===== config.mk =====
export PLATFORM = sky130hd
export DESIGN_NAME = steer_demux
export DESIGN_NICKNAME = d
export VERILOG_FILES = /design/src/rtl/steer_demux_pkg.sv /design/src/rtl/steer_demux_slice.sv /design/src/rtl/steer_demux.sv
export SDC_FILE = /design/constraint.sdc
export NUM_CORES = 1
export LEC_CHECK = 0
export ABC_CLOCK_PERIOD_IN_PS = 1400
export BUFFER_PORTS_ARGS = -buffer_cell sky130_fd_sc_hd__buf_2
export CAP_MARGIN = 20
export CORE_ASPECT_RATIO = 1.1
export CORE_MARGIN = 1
export CORE_UTILIZATION = 30
export CTS_CLUSTER_DIAMETER = 150
export DETAILED_ROUTE_END_ITERATION = 6
export GPL_ROUTABILITY_DRIVEN = 0
export HOLD_SLACK_MARGIN = 0.12
export MAX_ROUTING_LAYER = met4
export PLACE_DENSITY_LB_ADDON = 0.1
export SLEW_MARGIN = 20
export SYNTH_ARGS = -nofsm -noshare
export SYNTH_HDL_FRONTEND = slang
export SYNTH_HIERARCHICAL = 1
export SYNTH_SLANG_ARGS = --single-unit

===== constraint.sdc =====
create_clock -name clk -period 1.4 [get_ports clk]
set_input_delay 0.07 -clock clk [delete_from_list [all_inputs] [get_ports clk]]
set_output_delay 0.07 -clock clk [all_outputs]
set_load 0.005 [all_outputs]

===== src/rtl/steer_demux_pkg.sv =====
// Shared types for the steering demux: FSM encoding, register bundle and select-width helper.
package steer_demux_pkg;

  typedef enum logic {
    ST_ROUTE = 1'b0,
    ST_DEAD  = 1'b1
  } steer_state_t;

  // Control registers kept in one bundle so checkers can bind to a single name.
  // cur/pend/cnt are 4 bits wide: enough for the 16-channel, 15-cycle maximum.
  typedef struct packed {
    steer_state_t state;
    logic [3:0]   cur;
    logic [3:0]   pend;
    logic [3:0]   cnt;
    logic         err;
  } steer_regs_t;

  function automatic int clog2_min1(input int n);
    int r;
    r = $clog2(n);
    return (r < 1) ? 1 : r;
  endfunction

endpackage


===== src/rtl/steer_demux_slice.sv =====
// One registered output channel: follows/holds the signal when routed, otherwise shows its default.
module steer_demux_slice
  import steer_demux_pkg::*;
#(
  parameter int WIDTH = 1
) (
  input  logic             clk,
  input  logic             rst,
  input  logic             route,
  input  logic             dead,
  input  logic             en,
  input  logic [WIDTH-1:0] signal,
  input  logic [WIDTH-1:0] dflt,
  output logic [WIDTH-1:0] q,
  output logic             active
);

  logic live;
  assign live = route & ~dead;

  // While routed with en=0 the slice holds; after dead time that held value is the default.
  always_ff @(posedge clk) begin
    if (rst) begin
      q      <= '0;
      active <= 1'b0;
    end else begin
      active <= live;
      if (live) begin
        if (en) q <= signal;
      end else begin
        q <= dflt;
      end
    end
  end

endmodule


===== src/rtl/steer_demux.sv =====
// N-channel registered steering demux with break-before-make dead time on select changes.
module steer_demux
  import steer_demux_pkg::*;
#(
  parameter  int WIDTH    = 1,
  parameter  int CHANNELS = 4,
  parameter  int DEAD     = 1,
  localparam int SELW     = clog2_min1(CHANNELS)
) (
  input  logic                      clk,
  input  logic                      rst,
  input  logic [SELW-1:0]           sel,
  input  logic                      sel_load,
  input  logic                      en,
  input  logic [WIDTH-1:0]          signal,
  input  logic [CHANNELS*WIDTH-1:0] defaults,
  output logic [CHANNELS*WIDTH-1:0] q,
  output logic [CHANNELS-1:0]       active,
  output logic                      busy,
  output logic                      err
);

  localparam logic [3:0]    DEAD_LOAD = 4'((DEAD == 0) ? 0 : DEAD - 1);
  localparam logic [SELW:0] CH_LIM    = (SELW + 1)'(CHANNELS);

  steer_regs_t st, st_d;
  logic        sel_ok;
  logic [3:0]  sel_x;
  logic [CHANNELS-1:0] route;
  logic        dead;
  logic        busy_d;
  logic [WIDTH-1:0] q_ch [CHANNELS];

  assign sel_ok = ({1'b0, sel} < CH_LIM);
  assign sel_x  = 4'(sel);

  // State register
  always_ff @(posedge clk) begin
    if (rst) begin
      st   <= '{state: ST_ROUTE, cur: 4'd0, pend: 4'd0, cnt: 4'd0, err: 1'b0};
      busy <= 1'b0;
    end else begin
      st   <= st_d;
      busy <= busy_d;
    end
  end

  // Next-state logic; a valid load during dead time restarts the countdown.
  always_comb begin
    st_d = st;
    if (sel_load && !sel_ok) st_d.err = 1'b1;
    case (st.state)
      ST_ROUTE: begin
        if (sel_load && sel_ok && (sel_x != st.cur)) begin
          if (DEAD == 0) begin
            st_d.cur = sel_x;
          end else begin
            st_d.pend  = sel_x;
            st_d.cnt   = DEAD_LOAD;
            st_d.state = ST_DEAD;
          end
        end
      end
      ST_DEAD: begin
        if (sel_load && sel_ok) begin
          st_d.pend = sel_x;
          st_d.cnt  = DEAD_LOAD;
        end else if (st.cnt == 4'd0) begin
          st_d.cur   = st.pend;
          st_d.state = ST_ROUTE;
        end else begin
          st_d.cnt = st.cnt - 4'd1;
        end
      end
      default: st_d.state = ST_ROUTE;
    endcase
  end

  // Output decode feeding the registered slices and busy flag
  always_comb begin
    dead   = (st.state == ST_DEAD);
    busy_d = dead;
    for (int k = 0; k < CHANNELS; k++) begin
      route[k] = (st.cur == 4'(k));
    end
  end

  for (genvar k = 0; k < CHANNELS; k++) begin : g_slice
    steer_demux_slice #(.WIDTH(WIDTH)) u_slice (
      .clk    (clk),
      .rst    (rst),
      .route  (route[k]),
      .dead   (dead),
      .en     (en),
      .signal (signal),
      .dflt   (defaults[k*WIDTH +: WIDTH]),
      .q      (q_ch[k]),
      .active (active[k])
    );
  end

  always_comb begin
    q = '0;
    for (int k = 0; k < CHANNELS; k++) begin
      q[k*WIDTH +: WIDTH] = q_ch[k];
    end
  end

  assign err = st.err;

endmodule


Word-level counts from Yosys, hierarchy flattened:

Index checks and enable logic that the tools add are counted.

* flip-flop bits (word level): 22
* latch bits: 0
* bits in writable memories: 0
* ROM bits: 0
* input port bits: 11
* output and inout port bits: 10
* memories kept: 0

* add/sub/neg operators: 1
* $mul: 0
* div/mod/pow operators: 0
* order comparisons: 0
* equality and inequality tests: 11
* shifts and indexed selects: 0
* multiplexer cells: 14
* bitwise operators: 6
* reduce and logical (&&, ||, !) cells: 6

Operator list (count)
* $pmux 8 s2: 1
* $mux 4: 3
* $ne 2x2->1 const B: 6
* $mux 5: 2
* $eq 4x2->1 const B: 2
* $logic_not 4->1: 2
* $mux 8: 1
* $mux 1: 6
* $and 1x1->1: 4
* $eq 4x1->1 const B: 1
* $ne 2x4->1: 1
* $reduce_and 2->1: 2
* $sub 4x1->4 const B: 1
* $ne 3x3->1 const B: 1
* $reduce_and 3->1: 1
* $not 1->1: 2
* $pmux 1 s2: 1
* $logic_and 1x1->1: 1

Logic depth before layout (Yosys ltp):

* word-level depth: 4
* gate-level depth with buffers: 6
* gate-level depth less buffers: 6

Cells and area by module:

Netlist, hierarchy kept.

By module, submodules not included
* steer_demux: times used 1, cells an instance 60, area each 528.0 µm²
* steer_demux_slice: times used 4, cells an instance 9, area each 75.1 µm²

Least setup slack after synthesis:

OpenSTA, ideal clock, no wires.

* path type: reg2reg
* start: reg st[1] (netlist name)
* end: reg st[4] (netlist name)
* library setup time: 0.095 ns
* arrival: 1.157 ns
* slack: 0.148 ns
* stages on the path, launching flop included: 7
* clock period less this slack: 1.252 ns
* path through: dfxtp_1 inv_1 ha_1 nand2b_1 o21ai_1 or3_1 o311ai_1

* word-level cells in the longest chain between the ends: 4

Ends and longest elaborated chain
* start, declared: line steer_demux.sv:26 `steer_regs_t st, st_d;`
* start signal, assigned: line steer_demux.sv:40 `st <= '{state: ST_ROUTE, cur: 4'd0, pend: 4'd0, cnt: 4'd0, err: 1'b0};`
* start signal, assigned: line steer_demux.sv:43 `st <= st_d;`
* $sub 4x1->4: line steer_demux.sv:72 `st_d.cnt = st.cnt - 4'd1;`
* $mux 4: line steer_demux.sv:68 `end else if (st.cnt == 4'd0) begin`
* $mux 4: line steer_demux.sv:65 `if (sel_load && sel_ok) begin`
* $pmux 8 s2: line steer_demux.sv:52 `case (st.state)`

Several ways; a longest one is shown, not always the timed one. The select of a mux whose other input is x is not followed.
A chain may end at the register's enable or synchronous reset.

Final worst setup path:

* start: in signal
* end: reg g_slice[3].u_slice.q

* word-level cells in the longest chain between the ends: 2

Ends and longest elaborated chain
* start, declared: line steer_demux.sv:15 `input logic [WIDTH-1:0] signal,`
* $mux 1: line steer_demux_slice.sv:29 `if (en) q <= signal;`
* $mux 1: line steer_demux_slice.sv:28 `if (live) begin`
* end signal, assigned: line steer_demux_slice.sv:29
* end signal, assigned: line steer_demux_slice.sv:31 `q <= dflt;`
* end, declared: line steer_demux_slice.sv:14 `output logic [WIDTH-1:0] q,`

No other way between the ends. The select of a mux whose other input is x is not followed.

==> results.cfg <==
[clock_network]
clock_sinks = 18
clockBufferDepth = 2
clk_latency_ns = 0.29
clockRootBuffer = clkbuf_4
tritoncts.num_buffers = 3
clk_transition_reported_paths_ns = 0.11
cts-htree-levels = 1
tritoncts = done

[drt]
dr_total_vias = 750
vias_per_cell = 4.66
drcViolationCount = 0
detail_route.wl_per_cell_um = 11.3
drt_first_pass_iters = 2
final_antenna_net_count = 0
first_iter_violations = 3
wirelength_um = 1820

[power]
vdd.ir_drop.worst_uv = 499
power_density_mw_per_mm2 = 899
p_sw_share_pct = 24.3
power.clock.fraction_pct = 32.1
p_sw_mw = 0.246
power.sequential.fraction_pct = 53.7
p_leak_nw = 0.507
p_comb_share_pct = 14.2
cell_internal_pwr_mw = 0.769

[yosys]
synth.cell_area_um2 = 828
synthFlopType = dfxtp_1
synth-seq-area-share_pct = 43.5
synth_enable_flop_cells = 0
postSynthRegisterBits = 18
yosys.cell_types.count = 28
synth.avg_cell_area_um2 = 8.63
synth-async-reset-ratio_pct = 0
synth_cells = 96
yosysWarningCount = 6
syn-num-nets = 108

[final_layout]
n_antenna_cell = 0
post_route_cells_drive_above_1_share_pct = 28.5
top_library_cells_by_usage_in_the_layout_fill_and_taps_aside = 19 x buf_2, 16 x dfxtp_1, 13 x inv_1
layout.cells.most_common = buf_2
fill_count = 264
num-nets-final = 143
register_area_um2 = 363
multi_input_area_um2 = 429
final_cells = 161
syn2layout_area_growth_pct = 36.3
final_core_utilization_pct = 44.0

[sta]
max_freq_ghz = 0.735
finalHoldViolations = 0
setup_slack_ns = 0.0398
slew_violations = 0
fin_worst_skew_ns = 0.00720
layout_worst_path_cycle_share_pct = 97.2
timing.final.crit_period_ns = 1.36
timing.final.setup_violations = 0

[floorplan]
std_cell_rows = 19
top_level_port_count = 21
initial_utilization_pct = 32.3
fp.dieW_um = 52.1
placeableCoreArea_mm2 = 0.00257
fp.dieArea_mm2 = 0.00298
die_height_um = 57.1

[global_routing]
antenna_found_initial = 0
grt_pass1_wl_um = 3020
first_global_vias = 736
grt_max_degree = 16
gr-usage-all-layers_pct = 14.0
globalRouteOverflowTotal = 0

[place]
dp.cells = 148
numPortBuffers = 19
post-dp-hpwl_um = 1270
preCtsSetupSlack_ns = 0.0589

[worst_setup_path]
crit_top_cell = dlygate4sd3_1
startpoint = signal
critical_path_arrival_ns = 1.56
critical_path_cell_by_cell = dlygate4sd3_1 > buf_2 > nand2_1 > dlygate4sd3_1 > a221oi_1
worstSetupEndpointType = register
worstPathRequired_ns = 1.60
worst_setup_path_start_kind = input port
critical_path.max_stage_delay_ns = 0.55
worst-path-max-fanout = 4
cpMaxStageDelayCell = dlygate4sd3_1
path_class = input port to register
critical_path.reg2reg.startpoint = st[9]$_SDFFE_PP0P_

[run]
max_cap_violations = 0

[hold_path]
hold_class = input port to register
min-delay-start = sel_load

[run_status]
run_status = completed
-- power groups by stage --
| stage | registers [mW] | clock network [mW] | logic [mW] |
|---|---|---|---|
| after floorplan | 0.557 | 0 | 0.0664 |
| after global placement | 0.556 | 0 | 0.122 |
| after detailed placement | 0.557 | 0 | 0.123 |
| after CTS | 0.545 | 0.335 | 0.141 |
| after global routing | 0.548 | 0.359 | 0.161 |
| final | 0.545 | 0.326 | 0.144 |
-- cells in the mapped netlist (all sizes together) (2+ instances only) --
| cell | count | area [µm²] |
|---|---|---|
| inv | 13 | 48.8 |
| dfxtp | 18 | 360 |
| nand2b | 6 | 37.5 |
| nand2 | 7 | 26.3 |
| o22ai | 2 | 12.5 |
| or3 | 2 | 12.5 |
| o41ai | 2 | 17.5 |
| nor2b | 2 | 12.5 |
| xor2 | 2 | 17.5 |
| nor2 | 10 | 37.5 |
| a221oi | 4 | 35.0 |
| a21oi | 8 | 40.0 |
| buf | 2 | 18.8 |
| o21ai | 3 | 15.0 |
| or4b | 2 | 20.0 |
| mux2i | 2 | 20.0 |
| mux2 | 2 | 22.5 |
-- per-stage QoR --
step | area, µm² | hold slack, ns | setup TNS, ns | power [mW]
3_3_place_gp | 973 | 0.329 | 0 | 0.678
6_report | 1130 | 0.173 | 0 | 1.01
4_1_cts | 1090 | 0.164 | 0 | 1.02
2_1_floorplan | 828 | 0.139 | 0 | 0.623
3_5_place_dp | 973 | 0.332 | 0 | 0.680
5_1_grt | 1130 | 0.204 | -0.00154 | 1.07
-- layer usage --
| layer | part of all wire (%) | track usage, % | wire length [µm] | vias up |
|---|---|---|---|---|
| li1 | - | - | - | 396 |
| met3 | 3.7 | 2.40 | 67 | 2 |
| met1 | 48 | 17.3 | 880 | 338 |
| met5 | 0 | - | 0 | - |
| met4 | 0.94 | 5.79 | 17 | 0 |
| met2 | 47 | 22.2 | 850 | 14 |
-- area by class of cell --
cell class,count,area share (%)
multi-input combinational,63,38.0
sequential,18,32.2
timing repair buffer,32,18.8
inverter,13,4.32
tap,31,3.44
clock buffer,4,3.22
-- state kept, by name, summed over array words and instances (netlist names) --
name / flops
g_slice.u_slice/active: 4
g_slice.u_slice/q: 4
busy_d: 1
busy: 1
st: 8
-- critical path: cells and delay by family --
kind,cells,cell delay [ns]
buffers and inverters,3,1.20
AO/OA/AOI/OAI,1,0.23
AND/OR/NAND/NOR,1,0.05
-- kinds of logic (layout without fill, tap and decap cells) --
logic type	count (synthesis)	in the layout	synth area share (%)
AOI/OAI and AO/OA	21	21	16.5
xor gates and xnor gates	2	2	2.12
adders and majority gates	1	1	1.51
buffers and inverters	15	49	8.16
DFF	18	18	43.5
muxes	4	4	5.14
other	1	1	0.453
and+or+nand+nor	34	34	22.7
-- repair_timing --
action                                  in CTS  in global routing
endpoints found under the setup margin       0                  4
setup buffers                                0                  1
hold endpoints to repair                     5                  0
hold buffers                                 8                  0
resized for setup                            0                  7
-- worst paths after layout --
path / endpoint / slack [ns] / cells past startpoint
max: g_slice[3].u_slice/q$_SDFFE_PP0P_ / 0.04 / 5
min: busy_d$_SDFF_PP0_ / 0.17 / 3
max reg2reg: st[6]$_SDFFE_PP0P_ / 0.11 / 3
min reg2reg: st[1]$_SDFFE_PP0P_ / 0.48 / 1
Note: power is estimated with default switching activity, not from simulation.
